--- src/rtl/score_ram_arbiter_if.sv ---
// Bundle between the score RAM arbiter, its three requesters and the RAM pins.
// stateDbg exposes the arbiter FSM state (0 = IDLE, 1 = WAIT, 2 = DONE).
interface score_ram_arbiter_if;
    // Handshake: a requester raises req[i] with its req_rw/req_addr/req_wdata fields
    // valid and holds them until done[i]; gnt[i] marks ownership, and done[i] is a
    // one-cycle completion pulse with rdata valid in that cycle.
    logic [2:0]  req;
    logic [2:0]  req_rw;
    logic [14:0] req_addr;
    logic [47:0] req_wdata;
    logic [2:0]  gnt;
    logic [2:0]  done;
    logic [15:0] rdata;
    logic        err;
    logic        busy;
    logic        ram_RW;
    logic [4:0]  ram_Addr;
    logic [15:0] ram_Din;
    logic [15:0] ram_Dout;
    logic [1:0]  stateDbg;

    modport master (
        output req, req_rw, req_addr, req_wdata, ram_Dout,
        input  gnt, done, rdata, err, busy, ram_RW, ram_Addr, ram_Din, stateDbg
    );

    modport slave (
        input  req, req_rw, req_addr, req_wdata, ram_Dout,
        output gnt, done, rdata, err, busy, ram_RW, ram_Addr, ram_Din, stateDbg
    );
endinterface

--- src/rtl/score_ram_arbiter.sv ---
// Round-robin, fixed-latency arbiter sharing the 32x16 score RAM among three requesters.
// Optional write protection below PROT_ADDR for requesters 0/1: define SCORE_ARB_WPROT_EN.
module score_ram_arbiter #(
    parameter int LAT       = 3,
    parameter int PROT_ADDR = 0
) (
    input logic               clk,
    input logic               rst,
    score_ram_arbiter_if.slave bus
);

`ifdef SCORE_ARB_WPROT_EN
    localparam bit WPROT = 1'b1;
`else
    localparam bit WPROT = 1'b0;
`endif

    typedef enum logic [1:0] {
        IDLE = 2'd0,
        WAIT = 2'd1,
        DONE = 2'd2
    } stateT;

    stateT       state;
    logic [3:0]  cnt;
    logic [1:0]  rrPtr;
    logic [1:0]  ownerIdx;
    logic        rejReg;
    logic [2:0]  gnt;
    logic [2:0]  done;
    logic [15:0] rdata;
    logic        err;
    logic        ramRW;
    logic [4:0]  ramAddr;
    logic [15:0] ramDin;

    logic [2:0]  elig;
    logic        anyElig;
    logic [1:0]  winIdx;
    logic [4:0]  selAddr;
    logic [15:0] selData;
    logic        selRw;
    logic        wprotHit;

    // done masks the requester whose level is still high in the cycle after completion
    always_comb begin
        elig    = bus.req & ~done;
        anyElig = |elig;
        case (rrPtr)
            2'd1:    winIdx = elig[1] ? 2'd1 : (elig[2] ? 2'd2 : 2'd0);
            2'd2:    winIdx = elig[2] ? 2'd2 : (elig[0] ? 2'd0 : 2'd1);
            default: winIdx = elig[0] ? 2'd0 : (elig[1] ? 2'd1 : 2'd2);
        endcase
        case (winIdx)
            2'd1: begin
                selAddr = bus.req_addr[9:5];
                selData = bus.req_wdata[31:16];
                selRw   = bus.req_rw[1];
            end
            2'd2: begin
                selAddr = bus.req_addr[14:10];
                selData = bus.req_wdata[47:32];
                selRw   = bus.req_rw[2];
            end
            default: begin
                selAddr = bus.req_addr[4:0];
                selData = bus.req_wdata[15:0];
                selRw   = bus.req_rw[0];
            end
        endcase
        wprotHit = WPROT && selRw && (winIdx != 2'd2) && (int'(selAddr) < PROT_ADDR);
    end

    always_ff @(posedge clk) begin
        if (rst) begin
            state    <= IDLE;
            cnt      <= 4'd0;
            rrPtr    <= 2'd0;
            ownerIdx <= 2'd0;
            rejReg   <= 1'b0;
            gnt      <= 3'd0;
            done     <= 3'd0;
            rdata    <= 16'd0;
            err      <= 1'b0;
            ramRW    <= 1'b0;
            ramAddr  <= 5'd0;
            ramDin   <= 16'd0;
        end else begin
            done <= 3'd0;
            err  <= 1'b0;
            case (state)
                IDLE: begin
                    ramRW <= 1'b0;
                    if (anyElig) begin
                        gnt      <= 3'b001 << winIdx;
                        ownerIdx <= winIdx;
                        ramAddr  <= selAddr;
                        ramDin   <= selData;
                        ramRW    <= selRw && !wprotHit;
                        rejReg   <= wprotHit;
                        cnt      <= 4'd0;
                        state    <= WAIT;
                    end
                end
                WAIT: begin
                    cnt <= cnt + 4'd1;
                    if (cnt == 4'(LAT - 1)) state <= DONE;
                end
                DONE: begin
                    // a rejected write ran as a read, so it also refreshes rdata
                    if (!ramRW) rdata <= bus.ram_Dout;
                    done  <= gnt;
                    err   <= rejReg;
                    gnt   <= 3'd0;
                    ramRW <= 1'b0;
                    rrPtr <= (ownerIdx == 2'd2) ? 2'd0 : ownerIdx + 2'd1;
                    state <= IDLE;
                end
                default: state <= IDLE;
            endcase
        end
    end

    assign bus.gnt      = gnt;
    assign bus.done     = done;
    assign bus.rdata    = rdata;
    assign bus.err      = err;
    assign bus.busy     = (state != IDLE);
    assign bus.ram_RW   = ramRW;
    assign bus.ram_Addr = ramAddr;
    assign bus.ram_Din  = ramDin;
    assign bus.stateDbg = state;

endmodule
--- src/flat_wrapper.sv ---
// flat-port wrapper written by rule: the top's interface ports become plain ports
module score_ram_arbiter_flat 
#(
    parameter int LAT       = 3,
    parameter int PROT_ADDR = 0
)
  (clk, rst, bus_req, bus_req_rw, bus_req_addr, bus_req_wdata, bus_ram_Dout, bus_gnt, bus_done, bus_rdata, bus_err, bus_busy, bus_ram_RW, bus_ram_Addr, bus_ram_Din, bus_stateDbg);
  score_ram_arbiter_if bus_i ();
  input logic clk;
  input logic rst;
  input wire logic [$bits(bus_i.req)-1:0] bus_req;
  input wire logic [$bits(bus_i.req_rw)-1:0] bus_req_rw;
  input wire logic [$bits(bus_i.req_addr)-1:0] bus_req_addr;
  input wire logic [$bits(bus_i.req_wdata)-1:0] bus_req_wdata;
  input wire logic [$bits(bus_i.ram_Dout)-1:0] bus_ram_Dout;
  output wire logic [$bits(bus_i.gnt)-1:0] bus_gnt;
  output wire logic [$bits(bus_i.done)-1:0] bus_done;
  output wire logic [$bits(bus_i.rdata)-1:0] bus_rdata;
  output wire logic [$bits(bus_i.err)-1:0] bus_err;
  output wire logic [$bits(bus_i.busy)-1:0] bus_busy;
  output wire logic [$bits(bus_i.ram_RW)-1:0] bus_ram_RW;
  output wire logic [$bits(bus_i.ram_Addr)-1:0] bus_ram_Addr;
  output wire logic [$bits(bus_i.ram_Din)-1:0] bus_ram_Din;
  output wire logic [$bits(bus_i.stateDbg)-1:0] bus_stateDbg;
  assign bus_i.req = bus_req;
  assign bus_i.req_rw = bus_req_rw;
  assign bus_i.req_addr = bus_req_addr;
  assign bus_i.req_wdata = bus_req_wdata;
  assign bus_i.ram_Dout = bus_ram_Dout;
  assign bus_gnt = bus_i.gnt;
  assign bus_done = bus_i.done;
  assign bus_rdata = bus_i.rdata;
  assign bus_err = bus_i.err;
  assign bus_busy = bus_i.busy;
  assign bus_ram_RW = bus_i.ram_RW;
  assign bus_ram_Addr = bus_i.ram_Addr;
  assign bus_ram_Din = bus_i.ram_Din;
  assign bus_stateDbg = bus_i.stateDbg;
  score_ram_arbiter #(.LAT(LAT), .PROT_ADDR(PROT_ADDR)) u_core (.clk(clk), .rst(rst), .bus(bus_i));
endmodule
--- config.mk ---
export PLATFORM = sky130hd
export DESIGN_NAME = score_ram_arbiter_flat
export DESIGN_NICKNAME = d
export VERILOG_FILES = /design/src/rtl/score_ram_arbiter_if.sv /design/src/rtl/score_ram_arbiter.sv /design/src/flat_wrapper.sv
export SDC_FILE = /design/constraint.sdc
export NUM_CORES = 1
export LEC_CHECK = 0
export BUFFER_PORTS_ARGS = -buffer_cell sky130_fd_sc_hd__buf_4
export CORE_MARGIN = 3
export CORE_UTILIZATION = 40
export CTS_BUF_LIST = sky130_fd_sc_hd__clkbuf_8 sky130_fd_sc_hd__clkbuf_16
export CTS_CLUSTER_SIZE = 14
export DETAILED_ROUTE_END_ITERATION = 6
export PLACE_DENSITY = 0.76
export SLEW_MARGIN = 20
export SYNTH_ARGS = -nofsm -noshare
export SYNTH_HDL_FRONTEND = slang
export SYNTH_SLANG_ARGS = --single-unit
--- constraint.sdc ---
create_clock -name clk -period 6.2 [get_ports clk]
set_clock_uncertainty 0.15 [all_clocks]
set_input_delay 0.31 -clock clk [delete_from_list [all_inputs] [get_ports clk]]
set_output_delay 0.31 -clock clk [all_outputs]
set_load 0.05 [all_outputs]
==> impl_summary.log, run 1 <==
INFO  metric place_congestion = 0.787
INFO  metric avgViaCountPerCell = approximately 5.2
INFO  metric met2_wirelength = around 3.5 mm
INFO  metric wl_per_cell = around 14 um
INFO  metric synth-edff-count = 0
INFO  metric cts_post_setup_buffers_inserted = 0
INFO  metric number_of_gates_resized_after_cts = 0
INFO  metric slowest_stage = sky130_fd_sc_hd__ha_1
INFO  metric die_area = 7380 um2
INFO  metric cts-hold-fix-buffers = 0
INFO  metric route.detailed.drc = 0
INFO  metric slew_headroom = 0.387
INFO  metric met1_length = ~3.0 mm
INFO  metric sequential_cell_area = about 1100 um2
INFO  metric tritoncts_clock_tree = done
INFO  metric layout_common_cells = sky130_fd_sc_hd__buf_4, sky130_fd_sc_hd__nand2_1, sky130_fd_sc_hd__dfxtp_1
INFO  metric grt-ovfl-total = 0
INFO  metric slowest_delay = just over 0.7 ns
INFO  metric placed_cells_incl_taps = approximately 500
INFO  metric ctsLongestPathBuffers = 2
INFO  metric hpwlAfterDp = 5.24 mm
INFO  metric post_synth_instance_area = around 2600 um2
INFO  metric grt_first_pass_wirelength = approximately 11 mm
INFO  metric ir_drop = between 100 and 150 uV
INFO  metric final-setup-viol-count = 0
INFO  metric placement_row_count = 28
INFO  metric yosys.area.top_type_share = 0.423
INFO  metric timing.rr.end = u_core.bus.ram_Din[12]
INFO  metric grt_antenna_before_repair = 0
INFO  metric routed_wl = just over 7 mm
INFO  metric synthCells = 315
INFO  metric stdcell_count = ~500
INFO  metric worst_ep_required_time = 6.28 ns
INFO  metric reg2reg_setup_slack = 3.48 ns
INFO  metric critical_path_depth = 9
INFO  metric worst_hold_path_type = in -> reg
INFO  metric die_width = ~86 um
INFO  metric floorplan.die.height = about 86 um
INFO  metric ff2ff_path_depth = 9
INFO  metric type_of_the_worst_setup_path = reg -> reg
INFO  metric setup-tns-final = 0 ns
INFO  metric hold-worst-slack = just over 0.1 ns
INFO  metric fmax = about 370 MHz
INFO  metric worstSkewPairLatency = just under 0.3 ns
INFO  metric startpoint_type = flop
INFO  metric first_global_vias = about 2,500
INFO  metric layout_worst_path_cycle_share = 0.439
INFO  metric worstMarginPinSlew = 0.919 ns
INFO  metric critPathTopFamily = adder cells
INFO  metric leakage_power = around 1.5 nW
INFO  metric top_level_ports = about 140
INFO  metric num_vias = 2,614
INFO  metric yosysWarningCount = 0
INFO  metric met3_length = ~610 um
INFO  metric num-fill-cells = between 500 and 600
INFO  metric postSynthAreaPerCell = just over 8 um2
INFO  metric synth_flop_type = sky130_fd_sc_hd__dfxtp_1
INFO  metric endpoint_kind_of_the_worst_setup_timing_path = flop
INFO  metric layout.core_utilization = 0.593
INFO  metric antenna_violating_nets_left = 0
INFO  metric pre_cts_ws = 3.49 ns
INFO  metric core_area = approximately 6100 um2
INFO  metric synth_area_leader_cell = sky130_fd_sc_hd__dfxtp_1
INFO  metric drive_above_1_share = 0.353
INFO  metric top_layer_used = met4
INFO  metric gr_usage_total = 0.187
INFO  metric power-per-cell-area = between 200 and 250 nW/um2
INFO  metric clk_pin_slew_worst_setup_hold_paths = approximately 0.09 ns
INFO  metric post_synth_main_area_contributors = sky130_fd_sc_hd__dfxtp_1, sky130_fd_sc_hd__nand2_1, sky130_fd_sc_hd__a21oi_1
INFO  metric num-nets-final = 525
INFO  metric postSynth.asyncResetShare = 0
INFO  metric area_growth_syn_to_layout = 40.6%
INFO  metric cts_root_buf = sky130_fd_sc_hd__clkbuf_8
INFO  metric drtPass1Iterations = 4
INFO  metric layout_commonest_cell = sky130_fd_sc_hd__buf_4
INFO  metric synth.lib_cells_used.distinct = 35
INFO  metric synth.net_count = between 400 and 500
INFO  metric path_cells = inv_1 -> ha_1 -> o31a_2 -> inv_1 -> ha_1 -> a22oi_1 -> nand2_1 -> o211ai_1 -> a21oi_1
INFO  metric cp_max_fo = 23
INFO  metric final_slew_viol_count = 0
INFO  metric regToRegStartpoint = u_core.rrPtr[0]
INFO  metric numCtsBuffers = 5
INFO  metric htree_num_levels = 2
INFO  metric clock_sink_count = between 50 and 60
INFO  metric run_status = complete, no violations
INFO  metric multiInputGateArea = roughly 1300 um2
INFO  metric timing.hold.worst_endpoint = u_core.bus.rdata[1]
INFO  metric antenna_cells = 0
INFO  metric drt_iter0_drc = between 50 and 60
INFO  metric grt_max_degree = 55
INFO  metric holdPathStages = 3
INFO  metric postLayoutSetupSlackWorst = around 3.5 ns
INFO  metric seq_area_frac_synth = 0.423
INFO  metric critical_path_arrival = 2.80 ns
INFO  metric period_needed = around 2.7 ns
INFO  metric drv.max_cap_violation_count = 0
INFO  metric hold_viol_final = 0
INFO  metric io_buffer_count = 133
INFO  metric hold_path.startpoint = bus_ram_Dout[1]
INFO  metric critical_path.n_buffers_inverters = 2
INFO  metric initial_utilization = 0.422
INFO  metric rsz0062_at_grt = false
INFO  metric ys_ff_latch = 54
-- through the flow --
step | power, W | cell area [um2]
final | 0.000791 | 3590
after floorplan | 0.000536 | 2550
after global placement | 0.000615 | 3510
after CTS | 0.000800 | 3590
after global routing | 0.000826 | 3590
after detailed placement | 0.000619 | 3510
-- metal layers --
metal,vias to the layer above,track usage
met5,-,0
met4,0,0.0532
met3,6,0.0423
met2,97,0.338
met1,1188,0.219
li1,1323,-
-- synth_stat cells, drive strengths merged (2+ instances only) --
master,number
dfxtp,54
nor3,4
a21oi,48
a311oi,2
inv,6
nand2,81
nor2,13
ha,7
clkbuf,15
o211ai,22
nor3b,4
buf,11
a22oi,23
nand3,6
nand2b,5
-- where the power goes --
group	internal [W]	switching [W]
Combinational	0.0000898	0.000140
Sequential	0.000366	0.0000131
Clock	0.0000760	0.000106
-- worst min-delay path: cells and delay by family --
family | cells | cell delay, ns
buffers and inverters | 1 | 0.11
and+or+nand+nor | 1 | 0.05
AOI/OAI and AO/OA | 1 | 0.05
-- logic make-up (layout without fill, tap and decap cells) --
group           count (synthesis)  count (layout)  share of synthesized area
compound gates                102             102                      0.266
other cells                     1               1                    0.00147
xor+xnor                        1               1                    0.00343
simple gates                  118             118                      0.204
buf+inv                        32             148                     0.0676
flops                          54              54                      0.423
fa+ha+maj                       7               7                     0.0343
-- worst max path at each step --
| stage | from | to | slack [ns] |
|---|---|---|---|
| 4_1_cts | u_core.rrPtr[0] | u_core.bus.ram_Addr[1] | 3.48 |
| 3_3_place_gp | u_core.rrPtr[0] | u_core.bus.ram_RW | 3.59 |
| 5_1_grt | u_core.rrPtr[0] | u_core.bus.ram_Din[2] | 3.24 |
| 3_5_place_dp | u_core.rrPtr[0] | u_core.bus.ram_Addr[1] | 3.49 |
| 6_report | u_core.rrPtr[0] | u_core.bus.ram_Din[12] | 3.48 |
| 2_1_floorplan | u_core.bus.done[1] | u_core.bus.ram_Addr[0] | 3.67 |
-- layout make-up --
| type | instances | area share |
|---|---|---|
| Sequential cell | 54 | 0.301 |
| Inverter | 6 | 0.00627 |
| Timing Repair Buffer | 135 | 0.282 |
| Clock inverter | 2 | 0.00313 |
| Multi-Input combinational cell | 229 | 0.362 |
| Tap cell | 75 | 0.0261 |
| Clock buffer | 5 | 0.0192 |
-- flip-flops by register name, indices dropped and copies added, names as in the netlist, 2 cells and up --
name	count
u_core.bus.done	3
u_core.bus.gnt	3
u_core.bus.ram_Addr	5
u_core.bus.ram_Din	16
u_core.bus.rdata	16
u_core.bus.stateDbg	2
u_core.cnt	4
u_core.ownerIdx	2
u_core.rrPtr	2
(Power assumes the default switching activity.)
==> run 2, diff against run 1 <==
Settings changed: ABC_AREA from default to 1, PLACE_DENSITY 0.76 to 0.77.
Clock period 6.2 ns to 2.2 ns, I/O delays scaled along.
==> impl_summary.log, run 2 <==
INFO  metric post_synth_main_area_contributors = sky130_fd_sc_hd__dfxtp_1, sky130_fd_sc_hd__nand2_1, sky130_fd_sc_hd__mux2i_1
INFO  metric antenna_cells = 0 (unchanged)
INFO  metric path_cells = inv_2 -> ha_4 -> nor2_2 -> nand2_1 -> o21ai_2 -> inv_2 -> ha_4 -> buf_12 -> mux2i_1 -> nand2_1 -> nand2_1 -> nor2_1
INFO  metric stdcell_count = 663 (+31%)
INFO  metric top_level_ports = 135 (unchanged)
INFO  metric layout_worst_path_cycle_share = 0.943 (+0.505)
INFO  metric yosysWarningCount = 0 (unchanged)
INFO  metric die_width = 90.0 um (+4.8%)
INFO  metric grt-ovfl-total = 0 (unchanged)
INFO  metric routed_wl = 8.14 mm (+15%)
INFO  metric core_area = 6830 um2 (+13%)
INFO  metric combPwrFrac = 0.316 (+0.026)
INFO  metric p_seq_frac = 0.412 (-0.067)
INFO  metric hold_path.startpoint = bus_req_rw[0]
INFO  metric synth_top_family_by_area = simple AND/OR/NAND/NOR gates
INFO  metric placement_row_count = 30 (+7.1%)
INFO  metric avgViaCountPerCell = 4.60 (-11%)
INFO  metric cts_post_setup_buffers_inserted = 0 (unchanged)
INFO  metric hpwlAfterDp = 5.53 mm (+5.5%)
INFO  metric yosysMostFrequentCell = sky130_fd_sc_hd__nand2_1
INFO  metric synth_area_in_compound_gates = 0.120 (-0.147)
INFO  metric tritoncts_clock_tree = done
INFO  metric critical_path_arrival = 2.14 ns (-0.66 ns)
INFO  metric synth-adder-area-share = 0.0310 (-0.00328)
INFO  metric clk_pin_slew_worst_setup_hold_paths = 0.10 ns (about the same)
INFO  metric hold-worst-slack = 0.0522 ns (-0.0515 ns)
INFO  metric worst_hold_path_type = in -> reg
INFO  metric route.detailed.drc = 0 (unchanged)
INFO  metric synth.cells.most_frequent = sky130_fd_sc_hd__nand2_1, sky130_fd_sc_hd__dfxtp_1, sky130_fd_sc_hd__nor2_1
INFO  metric critical-path-top-cell-by-count = sky130_fd_sc_hd__nand2_1
INFO  metric cellInternalPower = 0.00174 W (+230%)
INFO  metric ff2ff_path_depth = 12 (+3)
INFO  metric first_global_vias = 2,984 (+21%)
INFO  metric regToRegStartpoint = u_core.rrPtr[0]
INFO  metric num-nets-final = 660 (+26%)
INFO  metric clock_sink_count = 54 (unchanged)
INFO  metric sw_frac_of_total = 0.334 (+0.00670)
INFO  metric place_congestion = 0.823 (+4.6%)
INFO  metric synth_flop_type = sky130_fd_sc_hd__dfxtp_1
INFO  metric wl_per_cell = 12.3 um (-13%)
INFO  metric drtPass1Iterations = 4 (unchanged)
INFO  metric placed_cells_incl_taps = 616 (+23%)
INFO  metric postLayoutSetupSlackWorst = 0.125 ns (-3.36 ns)
INFO  metric drt_iter0_drc = 86 (+54%)
INFO  metric layout_common_cells = sky130_fd_sc_hd__buf_4, sky130_fd_sc_hd__nand2_1, sky130_fd_sc_hd__nor2_1, sky130_fd_sc_hd__dfxtp_1, sky130_fd_sc_hd__dlygate4sd3_1
INFO  metric cp_max_fo = 12 (-48%)
INFO  metric yosys.area_share.simple = 0.283 (+0.0797)
INFO  metric slowest_stage = sky130_fd_sc_hd__dfxtp_2
INFO  metric drv.max_cap_violation_count = 0 (unchanged)
INFO  metric sequential_cell_area = 1090 um2 (+0.58%)
INFO  metric numCtsBuffers = 5 (unchanged)
INFO  metric ys_ff_latch = 54 (unchanged)
INFO  metric cts_root_buf = sky130_fd_sc_hd__clkbuf_8
INFO  metric hold_viol_final = 0 (unchanged)
INFO  metric seq_area_frac_synth = 0.383 (-0.0405)
INFO  metric timing.rr.end = u_core.bus.ram_Addr[3]
INFO  metric fmax = 482 MHz (+31%)
INFO  metric grt_first_pass_wirelength = 13.3 mm (+18%)
INFO  metric power-per-cell-area = 587 nW/um2 (+170%)
INFO  metric antenna_violating_nets_left = 0 (unchanged)
INFO  metric synth.lib_cells_used.distinct = 25 (-29%)
INFO  metric final-setup-viol-count = 0 (unchanged)
INFO  metric ir_drop = 406 uV (+250%)
INFO  metric synth.net_count = 493 (+21%)
INFO  metric layout_commonest_cell = sky130_fd_sc_hd__buf_4
INFO  metric period_needed = 2.08 ns (-0.644 ns)
INFO  metric total_switching_power = 0.000873 W (+240%)
INFO  metric worst_setup_path_startpoint = u_core.rrPtr[0]
INFO  metric post_synth_instance_area = 2830 um2 (+11%)
INFO  metric pre_cts_ws = -0.0583 ns (-3.55 ns)
INFO  metric worstSkewPairLatency = 0.32 ns (+0.03 ns)
INFO  metric multiInputGateArea = 1470 um2 (+13%)
INFO  metric grt_max_degree = 46 (-16%)
INFO  metric die_area = 8110 um2 (+9.8%)
INFO  metric slowest_delay = 0.35 ns (-0.36 ns)
INFO  metric worst_ep_required_time = 2.27 ns (-4.01 ns)
INFO  metric yosys.area.top_type_share = 0.383 (-0.0405)
INFO  metric grt_antenna_before_repair = 0 (unchanged)
INFO  metric holdPathStages = 5 (+2)
INFO  metric synth.mux.area_fraction = 0.0744 (+0.0744)
INFO  metric reg2reg_setup_slack = 0.12 ns (-3.36 ns)
INFO  metric endpoint_kind_of_the_worst_setup_timing_path = flop
INFO  metric postSynth.asyncResetShare = 0 (unchanged)
INFO  metric rsz0062_at_grt = true
INFO  metric num-fill-cells = 614 (+3.0%)
INFO  metric timing.hold.worst_endpoint = u_core.bus.ram_RW
INFO  metric io_buffer_count = 133 (unchanged)
INFO  metric gr_usage_total = 0.195 (+0.00799)
INFO  metric postSynthAreaPerCell = 7.08 um2 (-13%)
INFO  metric startpoint_type = flop
INFO  metric synth_xor_area_frac = 0 (-0.00343)
INFO  metric floorplan.die.height = 90.0 um (+4.8%)
INFO  metric clockPowerShare = 0.272 (+0.042)
INFO  metric synth_area_leader_cell = sky130_fd_sc_hd__dfxtp_1
INFO  metric drive_above_1_share = 0.344 (-0.00875)
INFO  metric final_slew_viol_count = 0 (unchanged)
INFO  metric initial_utilization = 0.414 (-0.00800)
INFO  metric synth-edff-count = 0 (unchanged)
INFO  metric ctsLongestPathBuffers = 2 (unchanged)
INFO  metric synthCells = 399 (+27%)
INFO  metric type_of_the_worst_setup_path = reg -> reg
INFO  metric htree_num_levels = 2 (unchanged)
INFO  metric area_growth_syn_to_layout = 57.5%
INFO  metric num_vias = 3,051 (+17%)
INFO  metric run_status = complete, no violations
INFO  metric leakage_power = 2.19 nW (+43%)
-- run 2: per-layer routing --
metal  GRT usage  vias up  part of all wire
met5           0        -                 0
met4      0.0816        0             0.031
met3      0.0377       21             0.050
met2       0.359       95              0.51
met1       0.218     1361              0.41
li1            -     1574                 -
-- run 2: area by class of cell --
class,instances,area share
clock buffer,5,0.0155
inverter,42,0.0360
multi-input combinational,282,0.331
sequential,54,0.244
tap,96,0.0270
timing repair buffer,181,0.335
clock inverter,3,0.0110
-- run 2: logic make-up after synthesis --
kind of cell,after synthesis
AOI/OAI and AO/OA,49
adders and majority gates,7
buffers and inverters,63
DFF,54
muxes,21
other,1
and+or+nand+nor,204
-- run 2: repair_timing --
item                       CTS  global route
setup endpoints to repair   22            22
hold endpoints to repair    46             0
gates cloned                 1             0
pin swaps                    0             1
resized for setup            4             8
hold buffers                38             0
-- run 2: power groups by stage --
stage / clock network [W] / logic, W / registers (W)
2_1_floorplan: 0 / 0.000305 / 0.00128
3_3_place_gp: 0 / 0.000732 / 0.00110
3_5_place_dp: 0 / 0.000747 / 0.00110
4_1_cts: 0.000724 / 0.000826 / 0.00108
5_1_grt: 0.000765 / 0.000890 / 0.00108
6_report: 0.000709 / 0.000826 / 0.00108
-- run 2: worst max-delay path by stage --
stage / to / cells past startpoint / slack, ns
floorplan: u_core.bus.ram_Addr[3] / 13 / -0.004
global placement: u_core.bus.ram_Din[3] / 12 / 0.04
detailed placement: u_core.bus.ram_Din[11] / 12 / -0.06
CTS: u_core.bus.ram_Din[0] / 12 / 0.02
global route: u_core.bus.ram_Din[3] / 12 / -0.01
finish: u_core.bus.ram_Addr[3] / 12 / 0.12
-- run 2: worst max-delay path, delay by kind of cell, from the launching register on --
kind	cells	cell delay (ns)
AO/OA/AOI/OAI	1	0.07
multiplexers	1	0.19
AND/OR/NAND/NOR	5	0.37
adder cells (fa/ha/maj)	2	0.54
buffers and inverters	3	0.28
flip-flops	1	0.35
-- run 2: through the flow --
step / TNS, ns / power, W / instance area (um2) / utilization
2_1_floorplan: -0.0401 / 0.00158 / 2830 / -
3_3_place_gp: 0 / 0.00183 / 3880 / 0.568
3_5_place_dp: -0.717 / 0.00184 / 3880 / 0.568
4_1_cts: 0 / 0.00263 / 4440 / 0.650
5_1_grt: -0.0366 / 0.00274 / 4450 / 0.651
6_report: 0 / 0.00261 / 4450 / 0.651
==> run 3, diff against run 2 <==
Settings changed: CTS_CLUSTER_DIAMETER from default to 120, PLACE_DENSITY 0.77 to 0.84.
==> impl_summary.log, run 3 (synthesis results as in run 2) <==
INFO  metric first_global_vias = 3,139 (+5.2%)
INFO  metric holdPathStages = 5 (unchanged)
INFO  metric gr_usage_total = 0.210 (+0.0154)
INFO  metric ir_drop = 316 uV (-22%)
INFO  metric drv.max_cap_violation_count = 0 (unchanged)
INFO  metric placement_row_count = 30 (unchanged)
INFO  metric final_slew_viol_count = 0 (unchanged)
INFO  metric initial_utilization = 0.414 (unchanged)
INFO  metric clk_pin_slew_worst_setup_hold_paths = 0.09 ns (about the same)
INFO  metric layout_common_cells = sky130_fd_sc_hd__buf_4, sky130_fd_sc_hd__nand2_1, sky130_fd_sc_hd__nor2_1, sky130_fd_sc_hd__dfxtp_1, sky130_fd_sc_hd__dlygate4sd3_1
INFO  metric rsz0062_at_grt = true
INFO  metric final-setup-viol-count = 0 (unchanged)
INFO  metric leakage_power = 2.21 nW (+0.71%)
INFO  metric post_dp_cell_area = 3930 um2 (+1.1%)
INFO  metric worst_ep_required_time = 2.26 ns (about the same)
INFO  metric run_status = complete, no violations
INFO  metric tritoncts_clock_tree = done
INFO  metric worst_setup_path_startpoint = u_core.rrPtr[0]
INFO  metric grt_max_degree = 46 (unchanged)
INFO  metric reg2reg_setup_slack = 0.06 ns (-0.06 ns)
INFO  metric layout_worst_path_cycle_share = 0.971 (+0.0276)
INFO  metric hpwlAfterDp = 5.72 mm (+3.5%)
INFO  metric placed_cells_incl_taps = 615 (-0.16%)
INFO  metric cts_root_buf = sky130_fd_sc_hd__clkbuf_8
INFO  metric core_area = 6830 um2 (unchanged)
INFO  metric area_growth_syn_to_layout = 59.8%
INFO  metric hold_viol_final = 0 (unchanged)
INFO  metric stdcell_count = 662 (-0.15%)
INFO  metric avgViaCountPerCell = 4.72 (+2.5%)
INFO  metric endpoint_kind_of_the_worst_setup_timing_path = flop
INFO  metric sequential_cell_area = 1090 um2 (unchanged)
INFO  metric slew_headroom = 0.618
INFO  metric antenna_violating_nets_left = 0 (unchanged)
INFO  metric fin_area = 4520 um2 (+1.5%)
INFO  metric hold-worst-slack = 0.00604 ns (-0.0462 ns)
INFO  metric grt-ovfl-total = 0 (unchanged)
INFO  metric worstMarginPinSlew = roughly 0.57 ns
INFO  metric route.detailed.drc = 0 (unchanged)
INFO  metric worst_hold_path_type = in -> reg
INFO  metric hold_path.startpoint = bus_req_wdata[0]
INFO  metric critical_path_arrival = 2.19 ns (+0.05 ns)
INFO  metric drive_above_1_share = 0.366 (+0.0218)
INFO  metric grt_antenna_before_repair = 0 (unchanged)
INFO  metric num-nets-final = 660 (unchanged)
INFO  metric die_area = 8110 um2 (unchanged)
INFO  metric antenna_cells = 0 (unchanged)
INFO  metric floorplan.die.height = 90.0 um (unchanged)
INFO  metric wl_per_cell = 13.3 um (+8.6%)
INFO  metric io_buffer_count = 133 (unchanged)
INFO  metric worstSkewPairLatency = 0.31 ns (about the same)
INFO  metric grt_first_pass_wirelength = 14.1 mm (+6.3%)
INFO  metric htree_num_levels = 2 (unchanged)
INFO  metric die_width = 90.0 um (unchanged)
INFO  metric routed_wl = 8.83 mm (+8.5%)
INFO  metric multiInputGateArea = 1500 um2 (+1.8%)
INFO  metric type_of_the_worst_setup_path = reg -> reg
INFO  metric clock_sink_count = 54 (unchanged)
INFO  metric place_congestion = 0.814 (-1.2%)
INFO  metric cts_post_setup_buffers_inserted = 0 (unchanged)
INFO  metric period_needed = 2.14 ns (+0.0607 ns)
INFO  metric fmax = 468 MHz (-2.8%)
INFO  metric num-fill-cells = 557 (-9.3%)
INFO  metric drtPass1Iterations = 4 (unchanged)
INFO  metric regToRegStartpoint = u_core.rrPtr[0]
INFO  metric layout_commonest_cell = sky130_fd_sc_hd__buf_4
INFO  metric ctsLongestPathBuffers = 2 (unchanged)
INFO  metric top_level_ports = 135 (unchanged)
INFO  metric power-per-cell-area = 548 nW/um2 (-6.5%)
INFO  metric startpoint_type = flop
INFO  metric cp_max_fo = 6 (-6)
INFO  metric drt_iter0_drc = 97 (+13%)
INFO  metric num_vias = 3,123 (+2.4%)
INFO  metric layout.core_utilization = 0.661 (+0.00971)
INFO  metric totalPowerFinal = 0.00248 W (-5.2%)
INFO  metric ff2ff_path_depth = 11 (-1)
INFO  metric numCtsBuffers = 5 (unchanged)
-- run 3: final cells by class --
| class | count | share of cell area |
|---|---|---|
| Multi-Input combinational cell | 282 | 0.332 |
| Clock buffer | 5 | 0.0152 |
| Tap cell | 96 | 0.0266 |
| Sequential cell | 54 | 0.241 |
| Timing Repair Buffer | 181 | 0.347 |
| Clock inverter | 2 | 0.00222 |
| Inverter | 42 | 0.0355 |
-- run 3: worst paths after layout --
path | to
worst max-delay path | u_core.bus.ram_Din[0]
worst min-delay path | u_core.bus.ram_Din[0]
worst max register to register | u_core.bus.ram_Din[0]
worst min register to register | u_core.bus.done[0]
-- run 3: timing repair --
item                                    in CTS  in global routing
hold endpoints to repair                    45                  0
hold buffers                                37                  0
pin swaps                                    1                  7
resized for setup                            4                 19
cloned                                       1                  2
endpoints found under the setup margin      22                 22
-- run 3: power breakdown --
group          switching [W]  total, W  leakage [nW]  internal (W)
clock               0.000318  0.000533        0.0438      0.000215
combinational       0.000491  0.000869          1.72      0.000378
sequential         0.0000360   0.00107         0.444       0.00104
total               0.000845   0.00248          2.21       0.00163
-- run 3: metrics by stage --
stage               setup WS, ns  setup TNS, ns
floorplan               -0.00441        -0.0401
global placement          0.0289              0
detailed placement       -0.0858         -0.950
CTS                       0.0371              0
global route             -0.0426         -0.262
finish                    0.0640              0
-- run 3: per-layer routing --
layer / global-route usage / share of wire
met1: 0.217 / 0.38
met5: 0 / 0
met3: 0.0393 / 0.042
met4: 0.117 / 0.044
met2: 0.395 / 0.54
-- run 3: worst max-delay path, stage by stage (launching register included) --
cell and delay [ns]:
sky130_fd_sc_hd__dfxtp_2 0.36, sky130_fd_sc_hd__inv_2 0.06, sky130_fd_sc_hd__ha_4 0.29, sky130_fd_sc_hd__inv_2 0.05, sky130_fd_sc_hd__o21ai_2 0.14, sky130_fd_sc_hd__inv_2 0.07, sky130_fd_sc_hd__ha_4 0.35, sky130_fd_sc_hd__clkbuf_16 0.18
sky130_fd_sc_hd__mux2i_1 0.18, sky130_fd_sc_hd__nand2_1 0.07, sky130_fd_sc_hd__nand2_1 0.09, sky130_fd_sc_hd__nor2_1 0.05
